**src/rtl/count_seq_pkg.sv**
```systemverilog
`default_nettype none
// ============================================================================
//  Module      : count_seq_pkg
//  Description : Shared types and default sizes for the count_sequencer
//                block (state encoding, count and divider widths).
//  Revision    : 1.0 - initial release
// ============================================================================
package count_seq_pkg;

    // Controller states; encodings are fixed so debug taps read consistently.
    typedef enum logic [1:0] {
        IDLE  = 2'd0,
        RUN   = 2'd1,
        PAUSE = 2'd2,
        DONE  = 2'd3
    } state_t;

    // 8-bit count, 26-bit divider: 50 MHz board clock down to roughly 1 Hz.
    localparam int c_default_width     = 8;
    localparam int c_default_div_width = 26;

endpackage
`default_nettype wire

```
**src/rtl/count_sequencer_if.sv**
```systemverilog
`default_nettype none
// ============================================================================
//  Module      : count_sequencer_if
//  Description : Command/status bundle between the user-input side (master)
//                and the count_sequencer (slave).
//  Revision    : 1.0 - initial release
// ============================================================================
interface count_sequencer_if
    import count_seq_pkg::*;
#(
    parameter int WIDTH     = c_default_width,
    parameter int DIV_WIDTH = c_default_div_width
);

    logic                 start;
    logic                 stop;
    logic                 clear;
    logic [DIV_WIDTH-1:0] rate;
    logic [WIDTH-1:0]     target;
    logic [WIDTH-1:0]     count;
    logic                 tick;
    logic                 running;
    logic                 done;

    modport master (
        output start, stop, clear, rate, target,
        input  count, tick, running, done
    );

    modport slave (
        input  start, stop, clear, rate, target,
        output count, tick, running, done
    );

endinterface
`default_nettype wire

```
**src/rtl/count_sequencer_rate_divider.sv**
```systemverilog
`default_nettype none
// ============================================================================
//  Module      : rate_divider
//  Description : Loadable down-counter that emits a registered one-cycle
//                expire pulse each time it passes through zero and reloads.
//                Priority: clear > load > hold > count.
//  Revision    : 1.0 - initial release
// ============================================================================
module rate_divider #(
    parameter int DIV_WIDTH = 26
) (
    input  logic                 clock,
    input  logic                 reset,
    input  logic                 i_clear,
    input  logic                 i_load,
    input  logic                 i_hold,
    input  logic [DIV_WIDTH-1:0] i_reload,
    output logic                 o_expire,
    output logic [DIV_WIDTH-1:0] o_count
);

    localparam logic [DIV_WIDTH-1:0] c_one = DIV_WIDTH'(1);

    logic [DIV_WIDTH-1:0] r_count;
    logic                 r_expire;

    // Down-count with reload on zero; expire marks the edge where zero was seen.
    always_ff @(posedge clock or posedge reset) begin
        if (reset) begin
            r_count  <= '0;
            r_expire <= 1'b0;
        end else if (i_clear) begin
            r_count  <= '0;
            r_expire <= 1'b0;
        end else if (i_load) begin
            r_count  <= i_reload;
            r_expire <= 1'b0;
        end else if (i_hold) begin
            r_expire <= 1'b0;
        end else if (r_count == '0) begin
            r_count  <= i_reload;
            r_expire <= 1'b1;
        end else begin
            r_count  <= r_count - c_one;
            r_expire <= 1'b0;
        end
    end

    assign o_expire = r_expire;
    assign o_count  = r_count;

endmodule
`default_nettype wire

```
**src/rtl/count_sequencer.sv**
```systemverilog
`default_nettype none
// ============================================================================
//  Module      : count_sequencer
//  Description : Run/pause/clear controller for the 8-bit counter. Latches a
//                rate and target on start, divides the clock down to a
//                one-cycle tick and holds the count register.
//                Build option COUNT_SEQ_WRAP_EN: free-running wrap mode
//                (count returns to 0 after target, done pulses). Undefined:
//                one-shot mode (stop in DONE at target, done is a level).
//  Revision    : 1.0 - initial release
// ============================================================================
module count_sequencer
    import count_seq_pkg::*;
#(
    parameter int WIDTH     = c_default_width,
    parameter int DIV_WIDTH = c_default_div_width
) (
    input  logic             clock,
    input  logic             reset,
    count_sequencer_if.slave bus
);

    localparam logic [DIV_WIDTH-1:0] c_div_one   = DIV_WIDTH'(1);
    localparam logic [WIDTH-1:0]     c_count_one = WIDTH'(1);

    state_t               r_state;
    logic [WIDTH-1:0]     r_count;
    logic [WIDTH-1:0]     r_target_q;
    logic [DIV_WIDTH-1:0] r_rate_q;
    logic                 r_running;
    logic                 r_done;

    logic                 w_latch;
    logic                 w_advance;
    logic                 w_step;
    logic                 w_hit;
    logic                 w_tick;
    logic [DIV_WIDTH-1:0] w_rate_eff;
    logic [DIV_WIDTH-1:0] w_reload;
    logic [DIV_WIDTH-1:0] w_div_count;
    logic [WIDTH-1:0]     w_count_inc;
    logic [WIDTH-1:0]     w_count_tick;

    // Command decode: clear beats stop beats start; start only latches from IDLE/DONE.
    always_comb begin
        w_latch    = 1'b0;
        w_advance  = 1'b0;
        w_rate_eff = (bus.rate == '0) ? c_div_one : bus.rate;
        if (!bus.clear && !bus.stop) begin
            w_latch   = bus.start && ((r_state == IDLE) || (r_state == DONE));
            w_advance = (r_state == RUN);
        end
        w_reload = w_latch ? (w_rate_eff - c_div_one) : (r_rate_q - c_div_one);
        w_step   = w_advance && (w_div_count == '0);
    end

    // Next count on a tick, and whether that new value reaches the target.
    always_comb begin
        w_count_inc = r_count + c_count_one;
`ifdef COUNT_SEQ_WRAP_EN
        w_count_tick = (r_count == r_target_q) ? '0 : w_count_inc;
`else
        w_count_tick = w_count_inc;
`endif
        w_hit = (w_count_tick == r_target_q);
    end

    rate_divider #(
        .DIV_WIDTH (DIV_WIDTH)
    ) u_rate_divider (
        .clock    (clock),
        .reset    (reset),
        .i_clear  (bus.clear),
        .i_load   (w_latch),
        .i_hold   (!w_advance),
        .i_reload (w_reload),
        .o_expire (w_tick),
        .o_count  (w_div_count)
    );

    // Controller FSM with registered count, running and done.
    always_ff @(posedge clock or posedge reset) begin
        if (reset) begin
            r_state    <= IDLE;
            r_count    <= '0;
            r_rate_q   <= '0;
            r_target_q <= '0;
            r_running  <= 1'b0;
            r_done     <= 1'b0;
        end else begin
`ifdef COUNT_SEQ_WRAP_EN
            // done is a pulse in wrap mode; only a target hit re-asserts it.
            r_done <= 1'b0;
`endif
            if (bus.clear) begin
                r_state   <= IDLE;
                r_count   <= '0;
                r_running <= 1'b0;
                r_done    <= 1'b0;
            end else if (bus.stop) begin
                // Only RUN reacts; divider and count simply hold.
                if (r_state == RUN) begin
                    r_state   <= PAUSE;
                    r_running <= 1'b0;
                end
            end else begin
                case (r_state)
                    IDLE, DONE: begin
                        if (bus.start) begin
                            r_state    <= RUN;
                            r_running  <= 1'b1;
                            r_count    <= '0;
                            r_rate_q   <= w_rate_eff;
                            r_target_q <= bus.target;
                            r_done     <= 1'b0;
                        end
                    end
                    RUN: begin
                        if (w_step) begin
                            r_count <= w_count_tick;
`ifdef COUNT_SEQ_WRAP_EN
                            if (w_hit) begin
                                r_done <= 1'b1;
                            end
`else
                            if (w_hit) begin
                                r_state   <= DONE;
                                r_running <= 1'b0;
                                r_done    <= 1'b1;
                            end
`endif
                        end
                    end
                    PAUSE: begin
                        // Resume keeps the held divider phase and latched rate/target.
                        if (bus.start) begin
                            r_state   <= RUN;
                            r_running <= 1'b1;
                        end
                    end
                    default: begin
                        r_state <= IDLE;
                    end
                endcase
            end
        end
    end

    assign bus.count   = r_count;
    assign bus.tick    = w_tick;
    assign bus.running = r_running;
    assign bus.done    = r_done;

endmodule
`default_nettype wire

```
**src/flat_wrapper.sv**
```systemverilog
// flat-port wrapper written by rule: the top's interface ports become plain ports
module count_sequencer_flat import count_seq_pkg::*;
#(
    parameter int WIDTH     = c_default_width,
    parameter int DIV_WIDTH = c_default_div_width
)
  (clock, reset, bus_start, bus_stop, bus_clear, bus_rate, bus_target, bus_count, bus_tick, bus_running, bus_done);
  count_sequencer_if #(.WIDTH(WIDTH), .DIV_WIDTH(DIV_WIDTH)) bus_i ();
  input  logic clock;
  input  logic reset;
  input wire logic [$bits(bus_i.start)-1:0] bus_start;
  input wire logic [$bits(bus_i.stop)-1:0] bus_stop;
  input wire logic [$bits(bus_i.clear)-1:0] bus_clear;
  input wire logic [$bits(bus_i.rate)-1:0] bus_rate;
  input wire logic [$bits(bus_i.target)-1:0] bus_target;
  output wire logic [$bits(bus_i.count)-1:0] bus_count;
  output wire logic [$bits(bus_i.tick)-1:0] bus_tick;
  output wire logic [$bits(bus_i.running)-1:0] bus_running;
  output wire logic [$bits(bus_i.done)-1:0] bus_done;
  assign bus_i.start = bus_start;
  assign bus_i.stop = bus_stop;
  assign bus_i.clear = bus_clear;
  assign bus_i.rate = bus_rate;
  assign bus_i.target = bus_target;
  assign bus_count = bus_i.count;
  assign bus_tick = bus_i.tick;
  assign bus_running = bus_i.running;
  assign bus_done = bus_i.done;
  count_sequencer #(.WIDTH(WIDTH), .DIV_WIDTH(DIV_WIDTH)) u_core (.clock(clock), .reset(reset), .bus(bus_i));
endmodule
```
**config.mk**
```make
export PLATFORM = sky130hd
export DESIGN_NAME = count_sequencer_flat
export DESIGN_NICKNAME = d
export VERILOG_FILES = /design/src/rtl/count_seq_pkg.sv /design/src/rtl/count_sequencer_if.sv /design/src/rtl/count_sequencer_rate_divider.sv /design/src/rtl/count_sequencer.sv /design/src/flat_wrapper.sv
export SDC_FILE = /design/constraint.sdc
export NUM_CORES = 1
export LEC_CHECK = 0
export CELL_PAD_IN_SITES_DETAIL_PLACEMENT = 0
export CELL_PAD_IN_SITES_GLOBAL_PLACEMENT = 1
export CORE_ASPECT_RATIO = 0.6
export CORE_MARGIN = 5
export CORE_UTILIZATION = 39
export CTS_CLUSTER_DIAMETER = 60
export DETAILED_ROUTE_END_ITERATION = 10
export GPL_TIMING_DRIVEN = 0
export HOLD_SLACK_MARGIN = 0.1
export PLACE_DENSITY_LB_ADDON = 0.1
export SLEW_MARGIN = 10
export SYNTH_ARGS = -nofsm -noshare
export SYNTH_HDL_FRONTEND = slang
export SYNTH_SLANG_ARGS = --single-unit
```
**constraint.sdc**
```tcl
create_clock -name clock -period 3.3 [get_ports clock]
set_input_delay 0.495 -clock clock [delete_from_list [all_inputs] [get_ports clock]]
set_output_delay 0.495 -clock clock [all_outputs]
set_load 0.01 [all_outputs]
```
==> results of run 1 <==
==> where the power goes <==
part / internal [mW] / switching, mW
logic: 0.877 / 1.56
clock network: 0.584 / 0.410
registers: 1.15 / 0.280
total: 2.61 / 2.25
==> registers in the layout, indices dropped and copies added, names as in the netlist <==
register,cells
u_core.r_rate_q,26
u_core.bus.count,8
u_core.u_rate_divider.o_expire,1
u_core.r_state,2
u_core.bus.done,1
u_core.bus.running,1
u_core.r_target_q,8
u_core.u_rate_divider.o_count,26
==> layout by cell type (no fill, tap or decap), drive strengths merged, types with 6 or more instances in the layout <==
cell           instances
nand4                 14
inv                   21
xor2                  10
nor3b                  7
o21ai                 37
xnor2                 23
o221ai                 6
clkdlybuf4s50         40
buf                   25
nand2                116
mux2i                  7
nor4                  23
or3                   10
or4                    7
o211ai                 7
a21oi                 30
dlymetal6s2s           6
dfrtp                 73
nand3                 16
clkbuf                18
nor2                  33
nor3                  24
==> final cells by class <==
| class | count | area, um2 |
|---|---|---|
| buffer | 24 | 171.4 |
| clock buffer | 9 | 225.2 |
| clock inverter | 7 | 71.32 |
| fill | 1178 | 5918 |
| inverter | 21 | 81.33 |
| multi-input combinational | 453 | 2943 |
| sequential | 73 | 1828 |
| tap | 165 | 206.4 |
| timing repair buffer | 57 | 579.3 |
==> through the flow <==
stage | util (%) | setup slack [ns]
global route | 50.78 | -0.01425
CTS | 49.60 | -0.07789
floorplan | - | 0.01163
finish | 50.78 | 0.1317
detailed placement | 45.62 | -1.352
global placement | 45.37 | -1.419
==> timing repair <==
action,in CTS,in global routing
buffers inserted,5,4
hold buffers,0,0
gates resized for setup,30,25
setup endpoints to repair,13,10
pin swaps,6,11
==> how the worst max path moves through the flow <==
stage          slack [ns]                                 to              start  cells after the start
6_report             0.13  u_core.u_rate_divider.o_count[12]       bus_rate[15]                     15
5_1_grt             -0.01  u_core.u_rate_divider.o_count[22]  u_core.r_state[1]                     15
4_1_cts             -0.08  u_core.u_rate_divider.o_count[22]  u_core.r_state[1]                     15
3_5_place_dp        -1.35  u_core.u_rate_divider.o_count[22]          bus_start                     14
3_3_place_gp        -1.42  u_core.u_rate_divider.o_count[22]          bus_start                     14
2_1_floorplan        0.01  u_core.u_rate_divider.o_count[22]  u_core.r_state[0]                     14
==> metal layers <==
metal	track usage, %	vias to the layer above
li1	-	2227
met1	34.84	2295
met2	32.35	209
met3	6.667	18
met4	4.448	0
met5	0	-
==> cell families after synthesis <==
family,after synthesis,synth area share (%)
AO/OA/AOI/OAI,129,18.17
buffers and inverters,46,4.071
AND/OR/NAND/NOR,275,29.65
multiplexers,12,2.652
adder cells (fa/ha/maj),4,1.050
XOR/XNOR,33,6.066
flip-flops,73,38.34
==> impl_metrics.toml, run 1 <==
[yosys]
ys.warnings.count = 0
yosysTopAreaCellShare_pct = 38.34
synth_area_leader_cell = "dfrtp_1"
synth_area_per_cell_um2 = 8.330
synth.most_common_cell = "nand2_1"
synth_edf_count = 0
async_flop_share_pct = 100.0
synth_ff_type = "dfrtp_1"
yosysSeqAreaShare_pct = 38.34
netlist_instances = 572
ys_ff_latch = 73
synthDistinctLibCells = 67
synth_nets = 615
synthesis.area_um2 = 4765
synth.top_cells.by_count = "115 x nand2_1, 73 x dfrtp_1, 36 x o21ai_0"
synth.area.top_cells = "dfrtp_1 38%, nand2_1 9.1%, xnor2_1 4.2%"

[drt]
met3_length_mm = 1.599
wirelength_mm = 16.63
wl_met1_mm = 8.260
top_layer = "met4"
antenna_left = 0
wl_per_cell_um = 20.55
met2WireLength_mm = 6.617
first_pass_iters = 5
drc = 0
drtIter0Drc = 433
via_per_inst = 5.870
dr_total_vias = 4749

[setup_path]
r2r_end = "u_core.u_rate_divider.o_count[20]"
critPathKind = "primary input to register"
worstReg2RegStart = "u_core.r_state[1]"
r2r_cells = 14
cpPeakStageDelay_ns = 0.46
cp-end-kind = "register"
r2r_slack_ns = 0.13
crit_path_start_kind = "primary input"
slowest_stage = "clkdlybuf4s50_1"
cpMostUsedCell = "nand4_1"
cp.arrival_ns = 3.39
path_max_fanout = 6
crit_family = "simple AND/OR/NAND/NOR gates"
path_cells = "clkdlybuf4s50_1, nor4_1, nand4_1, nor2_4, nor2_1, nor2_2, a21oi_4, ha_4, nor2b_4, nand4_1, buf_4, a2bb2oi_1, xnor2_2, a2bb2oi_2, o21ai_0"
cp_num_buf_inv = 2
required_ns = 3.52

[cts]
cts_tree = "built"
htreeDepth = 3
worstSkewPairLatency_ns = 0.34
numClockSinks = 73
clkSlewWorstSetupHoldPaths_ns = 0.06
cts_root_buffer = "clkbuf_16"
cts_made_buffers = 9
clockBufferDepth = 2

[power_and_ir_drop]
power_mw = 4.862
power_leakage_nw = 2.595
ir_drop_mv = 0.4218
pwr_density_cell_nw_per_um2 = 796.2

[place]
place_hpwl_mm = 12.29
placed_area_um2 = 5485
dp_cells = 785
io_buffers = 47
gp_congestion = 0.9139

[die]
initial_core_util_pct = 39.63
fp.dieW_um = 152.7
design.core.area_um2 = 12020
dieArea_um2 = 14600
die_y_um = 95.62
ios = 50
rows = 31

[sta]
rsz0062_at_grt = "true"
hold_viol_final = 0
final.setup.tns_ns = 0
tightest_slew_ns = 1.088
drv_slew = 0
fmax_mhz = 315.6
holdWs_ns = 0.4219
max-slew-margin-rel_pct = 27.29
finClkSkew_ns = 0.008515
period_share_pct = 96.01
finalCriticalPeriod_ns = 3.168
finalSetupViolCount = 0

[grt]
antenna_found_initial = 0
grt_overflow_total = 0
grt_start_max_net_pins = 61
grt_usage_pct = 22.99
grt_pass1_wl_mm = 25.88
grt_pass1_vias = 4587

[layout]
areaGrowthSynthToFinish_pct = 28.15
final_layout_size_suffix_gt1_share_pct = 12.42
final_area_um2 = 6106
diodes = 0
final_nets = 682
final-instance-count-excl-fill = 809

[run]
maxCapViolCount = 0

[worst_hold_path]
hp-class = "primary input to async pin"

[outcome]
status = "finished, final reports clean"
Note: power is estimated with default switching activity, not from simulation.
==> inputs of run 2 (changes only) <==
GPL_TIMING_DRIVEN = default   (was 0)
==> run 2 against run 1 <==
  * Final area rose by 1.4%
  * Sequential share of layout area fell by 0.44 points
  * Power rose by 0.36%
  * Worst setup slack better by 0.060 ns
  * Final cell count up 3.6%
  * Clock power is 5% higher
  * Sequential power is essentially flat
  * Clock-buffer cell count rose by 5
  * Combinational power about the same
==> impl_metrics.toml, run 2 (synthesized netlist as in run 1, its figures left out) <==
[cts]
numClockSinks = 73
cts_resized = 0
clkSlewWorstSetupHoldPaths_ns = 0.06
cts_root_buffer = "clkbuf_16"
ctsHoldBuffers = 0
htreeDepth = 3
worstSkewPairLatency_ns = 0.34
cts_made_buffers = 9
cts_tree = "built"
clockBufferDepth = 2
cts_setup_buffers = 0

[layout]
fillers = 1153
regArea_um2 = 1827
multi_input_area_um2 = 2799
final_nets = 711
final_layout_size_suffix_gt1_share_pct = 15.01
final-instance-count-excl-fill = 838
areaGrowthSynthToFinish_pct = 29.99
layout_common_cells = "115 x nand2_1, 73 x dfrtp_1, 59 x buf_4"
final_area_um2 = 6193
layout_commonest_cell = "nand2_1"
diodes = 0

[power_and_ir_drop]
pwr-share-comb_pct = 49.4
internal_power_mw = 2.689
power_leakage_nw = 2.695
sw_frac_of_total_pct = 44.89
ir_drop_mv = 0.3500
pwr_density_cell_nw_per_um2 = 787.8
p_seq_share_pct = 29.4
pwr-share-clk_pct = 21.3
power.switching_mw = 2.190

[sta]
finClkSkew_ns = 0.004946
finalCriticalPeriod_ns = 3.108
tightest_slew_ns = 0.6766
drv_slew = 0
finalSetupViolCount = 0
fin_ws_ns = 0.1916
fmax_mhz = 321.7
hold_viol_final = 0
period_share_pct = 94.20
rsz0062_at_grt = "false"
max-slew-margin-rel_pct = 54.48
holdWs_ns = 0.4992

[setup_path]
worstReg2RegStart = "u_core.r_state[0]"
crit_path_start_kind = "primary input"
cp-startpoint = "bus_rate[19]"
path_max_fanout = 3
crit_family = "simple AND/OR/NAND/NOR gates"
critPathKind = "primary input to register"
cp.arrival_ns = 3.33
required_ns = 3.53
cpPeakStageDelay_ns = 0.42
path_cells = "clkdlybuf4s50_1, nor4_1, buf_4, nand4_1, nor2_1, nor2_1, nor2_1, a21oi_2, ha_2, nor2b_1, nand4_1, a22o_1, nor4_2, xor2_1, a221o_1"
cp_num_buf_inv = 2
cp-end-kind = "register"
slowest_stage = "clkdlybuf4s50_1"
cpMostUsedCell = "nor2_1"

[worst_hold_path]
hp-class = "register to register"
hold_start = "u_core.r_target_q[3]"

[place]
placed_area_um2 = 5863
gp_congestion = 0.9003
dp_worst_setup_slack_ns = -0.2466
dp_cells = 822
place_hpwl_mm = 11.99
io_buffers = 49

[drt]
via_per_inst = 5.724
antenna_left = 0
top_layer = "met4"
met3_length_mm = 1.201
dr_total_vias = 4797
first_pass_iters = 5
wl_per_cell_um = 18.99
drc = 0
drtIter0Drc = 511
wirelength_mm = 15.91
wl_met1_mm = 8.309
met2WireLength_mm = 6.259

[die]
dieArea_um2 = 14600
initial_core_util_pct = 39.63
rows = 31
fp.dieW_um = 152.7
die_y_um = 95.62
design.core.area_um2 = 12020
ios = 50

[grt]
grt_pass1_vias = 4600
grt_usage_pct = 22.20
grt_start_max_net_pins = 74
grt_pass1_wl_mm = 25.36
antenna_found_initial = 0
grt_overflow_total = 0

[outcome]
status = "finished, final reports clean"

[run]
maxCapViolCount = 0
run 2: cell count changes in the layout (fill, tap and decap cells not counted), sizes merged:
cell | before | now
buf | 25 | 61
clkbuf | 18 | 14
clkdlybuf4s50 | 40 | 49
clkinv | 3 | 1
clkinvlp | 3 | 0
dlygate4sd2 | 1 | 0
dlymetal6s2s | 6 | 0
run 2: power by group through the flow:
stage	combinational (mW)	clock (mW)	sequential, mW
6_report	2.41	1.04	1.43
3_3_place_gp	2.33	0	1.43
2_1_floorplan	1.65	0	1.36
4_1_cts	2.36	1.06	1.42
3_5_place_dp	2.34	0	1.44
5_1_grt	2.62	1.09	1.47
run 2: area by class of cell:
type,instances,area share (%)
clock inverter,2,0.5657
tap,165,3.333
multi-input combinational,453,45.19
clock buffer,14,4.424
inverter,21,1.273
sequential,73,29.49
timing repair buffer,110,15.72
run 2: per-stage QoR:
stage               util (%)  power (mW)  setup TNS [ns]
finish                 51.51       4.879               0
global route           51.51       5.177               0
CTS                    51.33       4.836               0
detailed placement     48.76       3.779          -1.494
global placement       48.76       3.759         -0.2300
floorplan                  -       3.003               0
run 2: final timing paths:
kind / to / slack (ns) / cells past startpoint
max in group asynchronous: u_core.u_rate_divider.o_count[15] / 2.39 / 3
min in group asynchronous: u_core.r_rate_q[4] / 0.54 / 3
hold reg to reg: u_core.r_target_q[3] / 0.50 / 2
setup / recovery: u_core.u_rate_divider.o_count[22] / 0.19 / 15
setup reg to reg: u_core.u_rate_divider.o_count[22] / 0.23 / 12
hold / removal: u_core.r_target_q[3] / 0.50 / 2
run 2: layer usage:
layer  global-route usage [%]  vias up
met5                        0        -
met4                    5.486        0
met3                    5.578       14
met2                    30.44      183
met1                    34.31     2320
li1                         -     2280
run 2: worst register-to-register path, cell delays in order, from the launching register on:
cell and delay (ns):
dfrtp_1 0.41, ha_1 0.41, nor4bb_4 0.20, buf_12 0.15
nand2_1 0.07, and2_1 0.14, ha_2 0.20, nor2b_1 0.17
nand4_1 0.15, a22o_1 0.31, nor4_2 0.28, xor2_1 0.11
a221o_1 0.35
